===== src/rtl/serv_fetch_buf_pkg.sv =====
// Shared types for the instruction prefetch buffer: bus FSM state encodings,
// the buffered {pc, word} entry, and word-alignment of fetch addresses.
package serv_fetch_buf_pkg;

    typedef enum logic [1:0] {
        FETCH_IDLE    = 2'b00,
        FETCH_BUSY    = 2'b01,
        FETCH_DISCARD = 2'b10
    } fetch_state_e;

    typedef struct packed {
        logic [31:0] pc;
        logic [31:0] rdt;
    } fetch_entry_t;

    localparam logic [31:0] WORD_MASK = 32'hFFFF_FFFC;

    function automatic logic [31:0] word_align(input logic [31:0] addr);
        return addr & WORD_MASK;
    endfunction

endpackage


===== src/rtl/serv_fetch_fifo.sv =====
// Small circular FIFO holding fetched {pc, word} pairs; clear has priority over
// push/pop so a redirect empties it on the same edge.
module serv_fetch_fifo
    import serv_fetch_buf_pkg::*;
#(
    parameter int DEPTH = 2,
    localparam int CW = $clog2(DEPTH) + 1
) (
    input  logic          clk,
    input  logic          i_rst_n,
    input  logic          i_clr,
    input  logic          i_push,
    input  fetch_entry_t  i_data,
    input  logic          i_pop,
    output fetch_entry_t  o_data,
    output logic          o_empty,
    output logic          o_full,
    output logic [CW-1:0] o_count
);

    localparam int PW = (DEPTH > 1) ? $clog2(DEPTH) : 1;

    fetch_entry_t  mem [DEPTH];
    logic [PW-1:0] wr_ptr;
    logic [PW-1:0] rd_ptr;
    logic [CW-1:0] count;
    logic          push_ok;
    logic          pop_ok;

    function automatic logic [PW-1:0] next_ptr(input logic [PW-1:0] p);
        return (p == PW'(DEPTH - 1)) ? '0 : p + PW'(1);
    endfunction

    assign o_empty = (count == '0);
    assign o_full  = (count == CW'(DEPTH));
    assign o_count = count;
    assign o_data  = mem[rd_ptr];

    // A push into a full FIFO is only accepted when the head leaves on the same edge.
    assign pop_ok  = i_pop && !o_empty;
    assign push_ok = i_push && (!o_full || pop_ok);

    always_ff @(posedge clk) begin
        if (push_ok) begin
            mem[wr_ptr] <= i_data;
        end
    end

    always_ff @(posedge clk) begin
        if (!i_rst_n || i_clr) begin
            wr_ptr <= '0;
            rd_ptr <= '0;
            count  <= '0;
        end else begin
            if (push_ok) begin
                wr_ptr <= next_ptr(wr_ptr);
            end
            if (pop_ok) begin
                rd_ptr <= next_ptr(rd_ptr);
            end
            case ({push_ok, pop_ok})
                2'b10:   count <= count + CW'(1);
                2'b01:   count <= count - CW'(1);
                default: count <= count;
            endcase
        end
    end

endmodule


===== src/rtl/serv_fetch_buf.sv =====
// Instruction prefetch stage: issues sequential Wishbone-classic reads, buffers
// the returned words and hands one to the decoder per core request.
module serv_fetch_buf
    import serv_fetch_buf_pkg::*;
#(
    parameter logic [31:0] RESET_PC = 32'h0000_0000,
    parameter int          DEPTH    = 2
) (
    input  logic        clk,
    input  logic        i_rst_n,
    input  logic        i_fetch_req,
    input  logic        i_redirect,
    input  logic [31:0] i_redirect_pc,
    output logic        o_en,
    output logic [31:0] o_rdt,
    output logic [31:0] o_pc,
    output logic [31:0] o_ibus_adr,
    output logic        o_ibus_cyc,
    input  logic [31:0] i_ibus_rdt,
    input  logic        i_ibus_ack
);

    localparam int CW = $clog2(DEPTH) + 1;

    fetch_state_e  state;
    logic [31:0]   fetch_pc;
    logic          pending;

    fetch_entry_t  push_data;
    fetch_entry_t  head;
    logic          fifo_empty;
    logic          fifo_full;
    logic [CW-1:0] fifo_count;

    logic          in_flight;
    logic          room;
    logic          want;
    logic          serve;
    logic          push;

    // Only a BUSY cycle will deposit a word; a DISCARD cycle is already written off.
    assign in_flight = (state == FETCH_BUSY);
    assign room      = !fifo_full && ((fifo_count + CW'(in_flight)) < CW'(DEPTH));

    assign want  = pending || i_fetch_req;
    assign serve = want && !fifo_empty && !i_redirect;
    assign push  = (state == FETCH_BUSY) && i_ibus_ack && !i_redirect;

    assign push_data.pc  = o_ibus_adr;
    assign push_data.rdt = i_ibus_rdt;

    serv_fetch_fifo #(
        .DEPTH (DEPTH)
    ) u_fifo (
        .clk     (clk),
        .i_rst_n (i_rst_n),
        .i_clr   (i_redirect),
        .i_push  (push),
        .i_data  (push_data),
        .i_pop   (serve),
        .o_data  (head),
        .o_empty (fifo_empty),
        .o_full  (fifo_full),
        .o_count (fifo_count)
    );

    // Bus FSM: a classic cycle cannot be aborted, so a redirect mid-cycle waits
    // in DISCARD for the ack; the address stays frozen while cyc is high.
    always_ff @(posedge clk) begin
        if (!i_rst_n) begin
            state      <= FETCH_IDLE;
            o_ibus_cyc <= 1'b0;
            o_ibus_adr <= word_align(RESET_PC);
            fetch_pc   <= word_align(RESET_PC);
        end else begin
            case (state)
                FETCH_IDLE: begin
                    if (!i_redirect && room) begin
                        state      <= FETCH_BUSY;
                        o_ibus_cyc <= 1'b1;
                        o_ibus_adr <= fetch_pc;
                    end
                end
                FETCH_BUSY: begin
                    if (i_ibus_ack) begin
                        state      <= FETCH_IDLE;
                        o_ibus_cyc <= 1'b0;
                        if (!i_redirect) begin
                            fetch_pc <= o_ibus_adr + 32'd4;
                        end
                    end else if (i_redirect) begin
                        state <= FETCH_DISCARD;
                    end
                end
                FETCH_DISCARD: begin
                    if (i_ibus_ack) begin
                        state      <= FETCH_IDLE;
                        o_ibus_cyc <= 1'b0;
                    end
                end
                default: begin
                    state      <= FETCH_IDLE;
                    o_ibus_cyc <= 1'b0;
                end
            endcase
            if (i_redirect) begin
                fetch_pc <= word_align(i_redirect_pc);
            end
        end
    end

    // Delivery: a request stays pending until a buffered word can be handed over.
    always_ff @(posedge clk) begin
        if (!i_rst_n) begin
            o_en    <= 1'b0;
            o_rdt   <= 32'd0;
            o_pc    <= 32'd0;
            pending <= 1'b0;
        end else begin
            o_en    <= serve;
            pending <= want && !serve;
            if (serve) begin
                o_rdt <= head.rdt;
                o_pc  <= head.pc;
            end
        end
    end

endmodule


===== config.mk =====
export PLATFORM = sky130hd
export DESIGN_NAME = serv_fetch_buf
export DESIGN_NICKNAME = d
export VERILOG_FILES = /design/src/rtl/serv_fetch_buf_pkg.sv /design/src/rtl/serv_fetch_fifo.sv /design/src/rtl/serv_fetch_buf.sv
export SDC_FILE = /design/constraint.sdc
export NUM_CORES = 1
export LEC_CHECK = 0
export ABC_AREA = 1
export BUFFER_PORTS_ARGS = -buffer_cell sky130_fd_sc_hd__buf_4
export CORE_MARGIN = 1
export CORE_UTILIZATION = 45
export CTS_CLUSTER_SIZE = 8
export DETAILED_ROUTE_END_ITERATION = 10
export GPL_TIMING_DRIVEN = 0
export PLACE_DENSITY = 0.66
export SLEW_MARGIN = 10
export SYNTH_ARGS = -nofsm -noshare
export SYNTH_HDL_FRONTEND = slang
export SYNTH_HIERARCHICAL = 1
export SYNTH_SLANG_ARGS = --single-unit

===== constraint.sdc =====
create_clock -name clk -period 6 [get_ports clk]
set_input_delay 0.3 -clock clk [delete_from_list [all_inputs] [get_ports clk]]
set_output_delay 0.3 -clock clk [all_outputs]
set_load 0.01 [all_outputs]

Yosys cells after proc, flatten, opt, wreduce, memory -nomap -nowiden
Memory sizes are Yosys's and may differ from the RTL's. A register that Yosys moved wholly into a read port is not among the register bits. Index checks and enable logic that the tools add are counted.

Add/subtract/negate cells: 6. Magnitude comparators: 1. Equality and inequality tests: 9. Mux-type cells: 16. Bitwise operators: 1. Reduce and logical (&&, ||, !) cells: 30.

Operators with widths (count): two-way mux 32 bit (3); adder 32 x 3 -> 32 bit, second input constant (1); logical AND 1 bit (9); two-way mux 2 bit (4); AND reduction 2 bit (4); equality test 2 bit, second input constant (3); logical NOT 1 bit (6); two-way mux 1 bit (6); case mux 2 bit (3 select lines) (1); nonzero test 2 bit (3); equality test 2 x 1 -> 1 bit, second input constant (2); logical NOT 2 bit (2); != test 2 bit, second input constant (2); case mux 2 bit (2 select lines) (1); OR reduction 2 bit (2); logical OR 1 bit (3); != test 3 bit, second input constant (1); AND reduction 3 bit (1); adder 1 bit, second input constant (2); adder 2 x 1 -> 2 bit (1); adder 2 x 1 -> 2 bit, second input constant (1); less-than comparator 2 bit, second input constant (1); != test 2 x 1 -> 1 bit, second input constant (1); case mux 1 bit (2 select lines) (1); other kinds (2) (2).

Bits in registers: 73. Memory bits (writable): 128. Input port bits: 69. Memories: 1.

Memory list: u_fifo.mem (words 2, width 64, read ports 1, clocked after Yosys merged registers in 1, write ports 1, RTL line serv_fetch_fifo.sv:23) `fetch_entry_t mem [DEPTH];`.

Logic depth before layout (Yosys ltp)
Depth after elaboration: 9. Mapped depth: 12. Gate-level depth less buffers: 11.

Modules after synthesis
The synthesis kept the hierarchy.

Modules (own cells, without submodules): serv_fetch_buf (times used 1, cells each 843, area each 5841.9 µm²); serv_fetch_fifo (times used 1, cells each 241, area each 4936.0 µm²).

Worst setup path before layout
Ideal clock, no wire load.

Path kind: register to register. Start point: register u_fifo.count[0], in the netlist u_fifo/o_count[0]. End point: memory u_fifo/mem[0][0] (netlist name) (enable). Library setup time: 0.487 ns. Arrival time: 3.839 ns. Slack: 1.675 ns. Stages on the path, launching flop included: 9. Buffers on the path: 0. Period minus slack after synthesis: 4.325 ns. Cell sequence: dfxtp_1 inv_2 nand2_2 inv_1 nor3_4 inv_1 nand2_2 nand2_2 nor2_1.

Longest elaborated chain between the ends: 9. Elaborated cells on any way between the ends: 11.

RTL lines: start, declared (RTL line serv_fetch_fifo.sv:26) `logic [CW-1:0] count;`; start signal, assigned (RTL line serv_fetch_fifo.sv:62) `2'b10: count <= count + CW'(1);`; start signal, assigned (RTL line serv_fetch_fifo.sv:63) `2'b01: count <= count - CW'(1);`; start signal, assigned (RTL line serv_fetch_fifo.sv:64) `default: count <= count;`; logical NOT 2 bit (RTL line serv_fetch_fifo.sv:34) `assign o_empty = (count == '0);`; net fifo_empty (RTL line serv_fetch_buf.sv:31) `logic fifo_empty;`; logical NOT 1 bit (RTL line serv_fetch_buf.sv:46) `assign serve = want && !fifo_empty && !i_redirect;`; logical AND 1 bit (2 in series) (RTL line serv_fetch_buf.sv:46); net serve (RTL line serv_fetch_buf.sv:38) `logic serve;`; logical AND 1 bit (RTL line serv_fetch_fifo.sv:40) `assign pop_ok = i_pop && !o_empty;`; logical OR 1 bit (RTL line serv_fetch_fifo.sv:41) `assign push_ok = i_push && (!o_full || pop_ok);`; logical AND 1 bit (RTL line serv_fetch_fifo.sv:41); two-way mux 1 bit (RTL line serv_fetch_fifo.sv:44) `if (push_ok) begin`; two-way mux 1 bit (not written as such) (RTL line serv_fetch_fifo.sv:45) `mem[wr_ptr] <= i_data;`; end, declared (RTL line serv_fetch_fifo.sv:23).

The timed path passes the listed nets, and every way through them passes these cells.

Worst setup path in the final report
Start point: register state[1]. End point: memory u_fifo/mem[1][3] (netlist name) (enable).

Longest elaborated chain between the ends: 6.

RTL lines: start, declared (RTL line serv_fetch_buf.sv:25) `fetch_state_e state;`; start signal, assigned (RTL line serv_fetch_buf.sv:71) `state <= FETCH_IDLE;`; start signal, assigned (RTL line serv_fetch_buf.sv:79) `state <= FETCH_BUSY;`; start signal, assigned (RTL line serv_fetch_buf.sv:86) `state <= FETCH_IDLE;`; equality test 2 x 1 -> 1 bit (RTL line serv_fetch_buf.sv:47) `assign push = (state == FETCH_BUSY) && i_ibus_ack && !i_redirect;`; logical AND 1 bit (2 in series) (RTL line serv_fetch_buf.sv:47); net push (RTL line serv_fetch_buf.sv:39) `logic push;`; logical AND 1 bit (RTL line serv_fetch_fifo.sv:41); two-way mux 1 bit (RTL line serv_fetch_fifo.sv:44); two-way mux 1 bit (not written as such) (RTL line serv_fetch_fifo.sv:45).

The timed path passes the listed nets, and every way through them passes these cells.

==> metrics <==
fin nets=about 1,400; RSZ-0062 raised after global routing=false; Gate Count Post-Synth=1,084; final hold vios=0; diode count=0; Setup Fix Bufs, Post-CTS=0; vias in the first global route=roughly 8,000; CTS Buf Count=39; area grow syn2layout=30.3%; gp weighted congestion=about 0.90; Final WS setup=between 3 and 4 ns; Critical Path AT=approximately 2.9 ns; via density per instance=4.96; type of origin of the critical path=flop; GRT Util Overall=between 20% and 30%; worst-margin pin slew=roughly 0.66 ns; first-pass GRT wire length=41,900 µm; chip width=~160 µm; Initial Util=45.9%; max-cap violations=0; area of the core=approximately 23,000 µm²; final cycle utilization of the critical path=between 40% and 50%; Crit Path Category=flop to flop; antenna violations before repair=0; Sum Neg Setup Slack=0 ns; Post-synth top cells=269 x nand2_1, 138 x dfxtp_1, 128 x edfxtp_1, 109 x nand3_1, 93 x inv_1; total clock sinks=266; Final Max Slew Viols=0; Setup-failing EPs final=0; synthesized cell area=around 11,000 µm²; Die Ht=around 160 µm; port buffer count=164; total number of vias=8,296; Layout Utilization=59.8%; Seq/Total Area, Yosys=a little over 60%; P per Cell Area=approximately 310 nW/µm²; Reg area=6610 µm²; Avg Synthesized Cell Area=between 9 and 10 µm²; leakage power=5.71 nW; # H-tree levels=2; drt pass-1 iters=5; Ys Warns=6; WL final=~27,000 µm; largest area contributor in the netlist=edfxtp_1; detailed-route wire length per cell=16.1 µm; WP data required=6.20 ns; top cells by area, synth=edfxtp_1 36%, dfxtp_1 26%, nand2_1 9.4%; CP Capture Type=flop; Post-synth ARST share=0%; Worst path slowest cell=nor2_4; worst stage delay on the critical path=around 0.46 ns; Die ar.=about 25,000 µm²; relative slew slack=approximately 56%; TritonCTS clock tree=done; fill cell count=approximately 2,000; Hold-fix buffers, CTS=32; status=finished, final reports clean; hold crit path type=input port to flop; crit-path cells=inv_1 > ha_1 > nand2_1 > nor2_1 > buf_4 > nand2_2 > nor2_4 > buf_16 > buf_16; FF+latch count, synth=266; most common cell in the synthesized netlist=nand2_1; Clock Skew=0.0167 ns; clock latency on the worst-skew pair=roughly 0.5 ns; gr ovfl total=0; most used cell, CP=buf_16; CTS resizes=0; CP max FO=18; min cycle time layout=2.67 ns; HPWL after detailed placement=approximately 19,000 µm; DRT antenna net count=0; area occupied by multi-input gates=around 3500 µm²; Rows=56; clk root buf=clkbuf_16; Yosys cell types=36; share of layout cells above drive strength 1=25.2%; Reg clk slew, reported paths=0.06 ns; drt drc=0; # IOs=~170; drt first-iter violations=~530; Most used DFF post-synth=dfxtp_1; Worst VDD drop=between 150 and 200 µV; largest net degree at the start of global routing=19; clock buffer depth=3; Place WS=about 3.4 ns; Syn Nets=around 1,200; area share of the largest cell type after synthesis=35.7%; EDFF count, synth=approximately 130; fmax=0.375 GHz
-- final timing paths --
check                   start          endpoint  depth (start not counted)  slack, ns
max                  state[1]  u_fifo/mem[1][3]                          9       3.33
min          i_redirect_pc[2]       fetch_pc[2]                          3       0.09
max reg2reg          state[1]  u_fifo/mem[1][3]                          9       3.33
min reg2reg      fetch_pc[30]    o_ibus_adr[30]                          2       0.44
-- report_power, final --
group | internal (mW) | leakage, nW | switching [mW]
clock | 1.26 | 0.541 | 0.741
sequential | 1.97 | 2.29 | 0.0770
combinational | 0.146 | 2.87 | 0.175
-- cell type report --
type	instances	area share, %
Buffer	50	2.19
Clock buffer	68	8.03
Clock inverter	1	0.0624
Inverter	99	2.65
Multi-Input combinational cell	669	25.0
Sequential cell	266	47.0
Tap cell	319	2.84
Timing Repair Buffer	202	12.2
-- per-stage QoR --
step           area, µm²  instances  hold WS [ns]  power, mW
3_3_place_gp       12400       1567         0.432       2.37
6_report           14000       1674        0.0934       4.37
5_1_grt            14000       1674        0.0892       4.52
2_1_floorplan      10800       1084         0.399       2.22
3_5_place_dp       12600       1573         0.438       2.38
4_1_cts            14000       1674        0.0809       4.40
-- state kept, by name, summed over array words and instances (netlist names), named ones only --
| register | flops |
|---|---|
| u_fifo/mem | 128 |
| fetch_pc | 32 |
| o_ibus_adr | 32 |
| o_pc | 32 |
| o_rdt | 32 |
| state | 2 |
| u_fifo/o_count | 2 |
| o_en | 1 |
| o_ibus_cyc | 1 |
| pending | 1 |
| u_fifo/rd_ptr | 1 |
| u_fifo/wr_ptr | 1 |
-- cells in the final DEF (no fill, tap or decap), drive strengths merged, types with 60 or more instances in the layout --
cell type | Yosys | final
buf | 37 | 207
edfxtp | 128 | 128
mux2 | 64 | 64
inv | 98 | 98
o21ai | 60 | 60
clkbuf | 13 | 81
dfxtp | 138 | 138
nand3 | 112 | 112
nand2 | 276 | 276
nor2 | 72 | 72
-- critical path: cells and delay by family (launching register included) --
| family | cells | cell delay (ns) |
|---|---|---|
| AND/OR/NAND/NOR | 4 | 1.00 |
| buffers and inverters | 4 | 0.78 |
| flip-flops | 1 | 0.31 |
| adder cells (fa/ha/maj) | 1 | 0.24 |
-- cell families (layout without fill, tap and decap cells) --
family                   after synthesis  after routing  share of synthesized area (%)
AO/OA/AOI/OAI                        129            129                           6.28
XOR/XNOR                               1              1                         0.0813
adder cells (fa/ha/maj)                4              4                          0.464
buffers and inverters                149            420                           6.30
flip-flops                           266            266                           61.3
multiplexers                          64             64                           6.69
AND/OR/NAND/NOR                      471            471                           18.9
-- per-layer routing --
metal	GRT usage (%)	part of all wire [%]	vias up
met3	3.90	5.4	52
li1	-	-	4112
met1	27.9	44	3886
met4	8.59	2.7	0
met2	37.6	48	246
met5	0	0	-
Note: power is estimated with default switching activity, not from simulation.
